File: src/rtl/spi_slave_core.sv
// SPI slave (CPOL=0, sample on sclk rise, shift on sclk fall) with a one-word TX buffer, oversampled on clk.
// Optional tx_underrun flag when SPI_SLAVE_UNDERRUN_EN is defined.
module spi_slave_core #(
  parameter int DWIDTH = 8
) (
  input  logic              clk,
  input  logic              rst,
  input  logic              sclk,
  input  logic              ss_n,
  input  logic              mosi,
  output logic              miso,
  output logic              miso_oe,
  input  logic [DWIDTH-1:0] tx_din,
  input  logic              tx_wr,
  output logic              tx_ready,
  output logic [DWIDTH-1:0] rx_dout,
  output logic              rx_valid,
`ifdef SPI_SLAVE_UNDERRUN_EN
  output logic              tx_underrun,
`endif
  output logic              busy
);

  localparam int CW = (DWIDTH > 2) ? $clog2(DWIDTH) : 1;

  typedef enum logic {IDLE, ACTIVE} state_t;
  state_t state, next_state;

  logic              sclk_s1, sclk_s2, sclk_d;
  logic              ss_s1, ss_s2, ss_d;
  logic              mosi_s1, mosi_s2;
  logic              sclk_rise, sclk_fall, ss_fall, ss_rise;
  logic [DWIDTH-1:0] shift_reg;
  logic [DWIDTH-2:0] rx_shift;
  logic [DWIDTH-1:0] rx_next;
  logic [DWIDTH-1:0] tx_buf;
  logic              tx_full;
  logic [CW-1:0]     bit_cnt;
  logic              word_done;
  logic              load, shift_out, sample_in, tx_accept;

  always_ff @(posedge clk or posedge rst) begin
    if (rst) begin
      sclk_s1 <= 1'b0; sclk_s2 <= 1'b0; sclk_d <= 1'b0;
      ss_s1   <= 1'b1; ss_s2   <= 1'b1; ss_d   <= 1'b1;
      mosi_s1 <= 1'b0; mosi_s2 <= 1'b0;
    end else begin
      sclk_s1 <= sclk;    sclk_s2 <= sclk_s1; sclk_d <= sclk_s2;
      ss_s1   <= ss_n;    ss_s2   <= ss_s1;   ss_d   <= ss_s2;
      mosi_s1 <= mosi;    mosi_s2 <= mosi_s1;
    end
  end

  assign sclk_rise = sclk_s2 & ~sclk_d;
  assign sclk_fall = ~sclk_s2 & sclk_d;
  assign ss_fall   = ~ss_s2 & ss_d;
  assign ss_rise   = ss_s2 & ~ss_d;

  always_ff @(posedge clk or posedge rst) begin
    if (rst) state <= IDLE;
    else     state <= next_state;
  end

  always_comb begin
    next_state = state;
    load       = 1'b0;
    shift_out  = 1'b0;
    sample_in  = 1'b0;
    case (state)
      IDLE: begin
        if (ss_fall) begin
          next_state = ACTIVE;
          load       = 1'b1;
        end
      end
      ACTIVE: begin
        if (ss_rise) begin
          next_state = IDLE;
        end else begin
          // The falling edge after a completed word starts the next word rather than shifting.
          load      = sclk_fall & word_done;
          shift_out = sclk_fall & ~word_done;
          sample_in = sclk_rise;
        end
      end
      default: next_state = IDLE;
    endcase
  end

  assign tx_accept = tx_wr & ~tx_full;
  assign rx_next   = {rx_shift, mosi_s2};

  always_ff @(posedge clk or posedge rst) begin
    if (rst) begin
      tx_buf  <= '0;
      tx_full <= 1'b0;
    end else if (load && tx_full) begin
      tx_full <= 1'b0;
    end else if (tx_accept) begin
      tx_buf  <= tx_din;
      tx_full <= 1'b1;
    end
  end

  always_ff @(posedge clk or posedge rst) begin
    if (rst) begin
      shift_reg <= '0;
    end else if (load) begin
      shift_reg <= tx_full ? tx_buf : '0;
    end else if (shift_out) begin
      shift_reg <= {shift_reg[DWIDTH-2:0], 1'b0};
    end
  end

  always_ff @(posedge clk or posedge rst) begin
    if (rst) begin
      rx_shift  <= '0;
      rx_dout   <= '0;
      rx_valid  <= 1'b0;
      bit_cnt   <= '0;
      word_done <= 1'b0;
    end else begin
      rx_valid <= 1'b0;
      if (state == ACTIVE && ss_rise) begin
        bit_cnt   <= '0;
        word_done <= 1'b0;
      end else if (load) begin
        word_done <= 1'b0;
      end else if (sample_in) begin
        rx_shift <= rx_next[DWIDTH-2:0];
        if (bit_cnt == CW'(DWIDTH-1)) begin
          bit_cnt   <= '0;
          rx_dout   <= rx_next;
          rx_valid  <= 1'b1;
          word_done <= 1'b1;
        end else begin
          bit_cnt <= bit_cnt + 1'b1;
        end
      end
    end
  end

`ifdef SPI_SLAVE_UNDERRUN_EN
  // A load from an empty buffer wins over a simultaneous write, which is kept for the next word.
  always_ff @(posedge clk or posedge rst) begin
    if (rst)                   tx_underrun <= 1'b0;
    else if (load && !tx_full) tx_underrun <= 1'b1;
    else if (tx_accept)        tx_underrun <= 1'b0;
  end
`endif

  assign miso     = (state == ACTIVE) & shift_reg[DWIDTH-1];
  assign miso_oe  = (state == ACTIVE);
  assign busy     = (state == ACTIVE);
  assign tx_ready = ~tx_full;

endmodule

File: config.mk
export PLATFORM = sky130hd
export DESIGN_NAME = spi_slave_core
export DESIGN_NICKNAME = d
export VERILOG_FILES = /design/src/rtl/spi_slave_core.sv
export SDC_FILE = /design/constraint.sdc
export NUM_CORES = 1
export LEC_CHECK = 0
export BUFFER_PORTS_ARGS = -buffer_cell sky130_fd_sc_hd__clkbuf_2
export CAP_MARGIN = 15
export CORE_AREA = 2 2 94 51
export CTS_CLUSTER_DIAMETER = 80
export DETAILED_ROUTE_END_ITERATION = 12
export DIE_AREA = 0 0 96 53
export PLACE_DENSITY_LB_ADDON = 0.15
export SYNTH_ARGS = -nofsm -noshare
export SYNTH_HDL_FRONTEND = slang
export SYNTH_SLANG_ARGS = --single-unit
File: constraint.sdc
create_clock -name clk -period 3.08 [get_ports clk]
set_input_delay 0.308 -clock clk [delete_from_list [all_inputs] [get_ports clk]]
set_output_delay 0.308 -clock clk [all_outputs]
set_load 0.005 [all_outputs]
---- After elaboration in Yosys (flattened, before gate mapping) ----
Index checks and enable logic that the tools add are counted.
word-level totals
  register bits after elaboration ......... 46
  input port bits ......................... 14
  output and inout port bits .............. 13
  word-level logic and storage cells ...... 76
operators by class
  add/subtract/negate cells ............... 1
  equality and inequality tests ........... 2
  multiplexer cells ....................... 26
  bitwise logic cells ..................... 18
  reductions and logical operators ........ 12
operator list
  cell                 number
  $mux 8               3
  $mux 1               17
  $mux 3               4
  $not 1->1            10
  $and 1x1->1          8
  $reduce_and 2->1     3
  $reduce_bool 2->1    3
  $reduce_bool 3->1    2
  $pmux 1 s2           2
  $reduce_and 4->1     1
  $add 3x1->3 const B  1
  $eq 3x3->1 const B   1
  $reduce_and 3->1     1
  $logic_and 1x1->1    2
  $ne 2x1->1 const B   1

---- Longest topological paths before layout ----
  word-level depth ........................ 8
  depth in mapped cells ................... 5
  depth with buffers taken out ............ 4

---- Worst setup path before layout ----
Ideal clock, no wire load.
  path type ............................... register -> register
  start point ............................. register ss_s2
  end point ............................... register shift_reg[0]
  setup time .............................. 0.122 ns
  data arrival time ....................... 1.323 ns
  required time ........................... 2.958 ns
  slack ................................... 1.635 ns
  cell stages (with the launch flop) ...... 6
  buffers on the path ..................... 2
  period minus slack after synthesis ...... 1.445 ns
  path through ............................ dfstp_2 -> nand2b_4 -> buf_6 -> a41o_1 -> buf_6 -> a32o_1
between the ends
  longest elaborated chain between the ends .. 5
  elaborated cells between the ends (all ways) .. 10
  those cells by class .................... mux: 6; bitwise: 3; reduce/logical: 1
ends and longest elaborated chain
  item                                                RTL line  source
  start: declaration                                  30        logic ss_s1, ss_s2, ss_d;
  start signal: assignment                            49        ss_s1 <= ss_n; ss_s2 <= ss_s1; ss_d <= ss_s2;
  $not 1->1                                           56        assign ss_fall = ~ss_s2 & ss_d;
  $and 1x1->1                                         56
  $mux 1                                              71        if (ss_fall) begin
  $pmux 1 s2                                          69        case (state)
  $mux 8 / $reduce_bool 2->1 (equally long branches)  -
  end signal: assignment                              109       shift_reg <= tx_full ? tx_buf : '0;
  end signal: assignment                              111       shift_reg <= {shift_reg[DWIDTH-2:0], 1'b0};
  end: declaration                                    33        logic [DWIDTH-1:0] shift_reg;
Parallel ways exist; a longest one is shown, timed or not.
A chain may end at the register's enable or synchronous reset.

---- Worst setup path after layout ----
  start point ............................. register state (netlist: busy)
  end point ............................... register shift_reg[2]
between the ends
  longest elaborated chain between the ends .. 3
  elaborated cells between the ends (all ways) .. 5
  those cells by class .................... mux: 3; bitwise: 1; reduce/logical: 1
ends and longest elaborated chain
  item                                                RTL line  source
  start: declaration                                  27        state_t state, next_state;
  start signal: assignment                            61        else state <= next_state;
  $not 1->1                                           -
  $pmux 1 s2                                          69
  $mux 8 / $reduce_bool 2->1 (equally long branches)  -
Parallel ways exist; a longest one is shown, timed or not.

==> flow_metrics.py <==
metrics = {
    "sta": {
        "relSlewSlack_pct": 48.4,
        "max_freq_ghz": 0.539,
        "finalHoldViolCount": 0,
        "finalCriticalPeriod_ns": 1.86,
        "tns_ns": 0,
        "worstMarginPinSlew_ns": 0.773,
        "clock_skew_ns": 0.00824,
        "rsz0062_at_grt": "no",
        "slew_violations": 0,
        "setup_viol": 0,
        "finalCritPeriodShare_pct": 60.3,
    },
    "critical_path": {
        "worst_r2r_startpoint": "busy$_DFF_PP0_",
        "crit_type": "flop to flop",
        "endpoint_kind": "flop",
        "start_kind": "flop",
        "cp.arrival_ns": 2.00,
        "critPathCapture": "shift_reg[2]$_DFFE_PP0P_",
        "r2r-end": "shift_reg[2]$_DFFE_PP0P_",
        "cp_max_fo": 15,
        "r2r_cells": 3,
        "startpoint": "busy$_DFF_PP0_",
        "rrSetupSlack_ns": 1.22,
        "critPathRequiredTime_ns": 3.22,
    },
    "power": {
        "pwr_density_cell_mw_per_mm2": 743,
        "clockPowerShare_pct": 26.9,
        "internal_power_w": 0.00117,
        "pwr-share-comb_pct": 19.1,
        "power_frac_seq_pct": 54.0,
        "leakagePower_nw": 1.09,
        "vdd_drop_max_mv": 0.274,
        "p_sw_w": 0.000441,
        "p_sw_share_pct": 27.4,
    },
    "global_routing": {
        "grt_max_degree": 31,
        "grt.overflow.total": 0,
        "track_usage_pct": 16.2,
        "grt_pass1_wl_um": 5770,
        "antenna_found_initial": 0,
        "grt_pass1_vias": 1162,
    },
    "synth": {
        "synthCells": 134,
        "yosysWarnings": 0,
        "synth_cell_types": 32,
        "syn_area_mm2": 0.00186,
        "synth_seq_cells": 46,
        "yosysSeqAreaShare_pct": 62.2,
        "synth.net_count": 150,
        "avgSynthCellArea_um2": 13.9,
    },
    "die": {
        "ioPinCount": 27,
        "die_w_um": 96,
        "initial_core_util_pct": 43.9,
        "die_h_um": 53,
        "rows": 17,
        "die_area_mm2": 0.00509,
        "core-area_mm2": 0.00423,
    },
    "clocking": {
        "cts_buffers": 5,
        "cts.htree.levels": 2,
        "clock-sinks": 46,
        "cts.clk_slew.worst_paths_ns": 0.08,
        "cts_buffer_depth": 2,
        "worstSkewPairLatency_ns": 0.30,
        "cts_tree": "done",
        "cts_root_buffer": "clkbuf_8",
    },
    "detailed_routing": {
        "viasPerCell": 5.07,
        "drt_iter0_markers": 63,
        "drtPass1Iterations": 4,
        "routed_wl_um": 3380,
        "vias": 1121,
        "antenna_left": 0,
        "wl_per_cell_um": 15.3,
        "drc": 0,
    },
    "placement": {
        "portBuffers": 26,
        "dp_hpwl_um": 2460,
        "dpl.cell_count": 211,
        "gp_congestion": 0.785,
        "dpl_cell_area_mm2": 0.00202,
    },
    "min_path": {
        "min_path_type": "input port to flop",
    },
    "cells_and_area": {
        "fillerInstances": 384,
        "drive_above_1_share_pct": 42.1,
        "area.growth.synth_to_final_pct": 16.5,
        "layout.cells.non_filler": 221,
        "antennaDiodeCount": 0,
        "final_cell_area_mm2": 0.00216,
        "finalNetCount": 179,
    },
    "job": {
        "maxCapViolations": 0,
    },
    "status": {
        "status": "complete, no violations",
    },
}
==> synthesized netlist by cell type <==
master	n	share of area (%)
a41o_1	1	0.54
dfstp_2	3	4.2
nor3b_1	1	0.40
a222oi_1	7	3.8
a22o_1	1	0.47
ha_1	2	1.3
nor2b_1	4	1.3
o21bai_1	1	0.40
mux2i_1	1	0.54
nand4_2	1	0.67
buf_2	2	0.54
clkbuf_2	1	0.27
mux2_2	23	14
and3_2	1	0.40
a31oi_2	1	0.67
a21boi_0	1	0.40
nor4b_2	1	0.81
inv_1	13	2.6
clkbuf_1	1	0.20
a32o_1	2	1.1
nand2_1	9	1.8
nand3b_1	1	0.40
nand2b_4	1	0.74
a31o_2	1	0.47
o21ai_0	2	0.54
nand3_2	1	0.54
buf_4	1	0.40
nand4_1	1	0.34
nor2_1	3	0.61
dfrtp_1	43	58
buf_6	2	1.2
nand2b_1	1	0.34
==> per-stage QoR <==
step	utilization (%)	worst slack, ns	hold WS [ns]	total power [W]
after floorplan	-	1.64	0.312	0.00109
after global placement	47.7	1.38	0.334	0.00116
after detailed placement	47.7	1.29	0.336	0.00118
after CTS	50.3	1.27	0.0659	0.00163
after global routing	51.1	1.09	0.0645	0.00172
final	51.1	1.22	0.0824	0.00161
==> how the worst min path moves through the flow <==
stage	from	end	slack [ns]	depth (start not counted)
CTS	ss_n	ss_s1$_DFF_PP1_	0.07	1
global route	ss_n	ss_s1$_DFF_PP1_	0.06	1
detailed placement	mosi_s1$_DFF_PP0_	mosi_s2$_DFF_PP0_	0.34	0
finish	ss_n	ss_s1$_DFF_PP1_	0.08	1
global placement	mosi_s1$_DFF_PP0_	mosi_s2$_DFF_PP0_	0.33	0
floorplan	ss_n	ss_s1$_DFF_PP1_	0.31	0
==> cell families after synthesis <==
kind of cell / share of synthesized area (%)
and+or+nand+nor: 8.42
adders and majority gates: 1.35
AOI/OAI and AO/OA: 8.35
buffers and inverters: 5.25
muxes: 14.5
DFF: 62.2
==> critical path, cell delays in order (launching register included) <==
cell	delay (ns)
dfrtp_1	0.65
inv_1	0.14
nor4b_2	0.65
a222oi_1	0.25
==> layer usage <==
metal  share of wire (%)  track usage [%]
met5                   0                0
met4                 1.4             7.86
met3                 4.0             4.70
met2                  42             22.2
met1                  53             23.2
==> layout by cell type, fill, tap and decap left out, types with 2 or more instances in the layout <==
cell type / instances
dfstp_2: 3
o21ai_0: 2
nand2_1: 9
inv_1: 12
nor2_1: 3
clkbuf_2: 26
mux2_2: 23
nor2b_1: 4
clkinv_2: 2
dfrtp_1: 43
a222oi_1: 7
a32o_1: 2
ha_1: 2
clkbuf_8: 5
==> what timing repair did <==
item,in CTS,in global routing
hold endpoints to repair,0,11
hold buffers,0,1
setup buffers,0,0
gates resized for setup,0,0
==> power groups by stage <==
stage	sequential [W]	clock [W]	combinational, W
floorplan	0.000829	0	0.000259
global placement	0.000871	0	0.000292
detailed placement	0.000880	0	0.000303
CTS	0.000869	0.000454	0.000307
global route	0.000891	0.000477	0.000349
finish	0.000868	0.000432	0.000307
==> final cells by class <==
| class | count | area [um2] | share of cell area, % |
|---|---|---|---|
| clock buffer | 5 | 68.8 | 3.18 |
| sequential | 46 | 1150 | 53.4 |
| timing repair buffer | 29 | 175 | 8.09 |
| multi-input combinational | 68 | 606 | 28.0 |
| tap | 57 | 71.3 | 3.29 |
| inverter | 13 | 48.8 | 2.25 |
| clock inverter | 3 | 40.0 | 1.85 |
No activity file was read; power rests on OpenSTA's default activity.
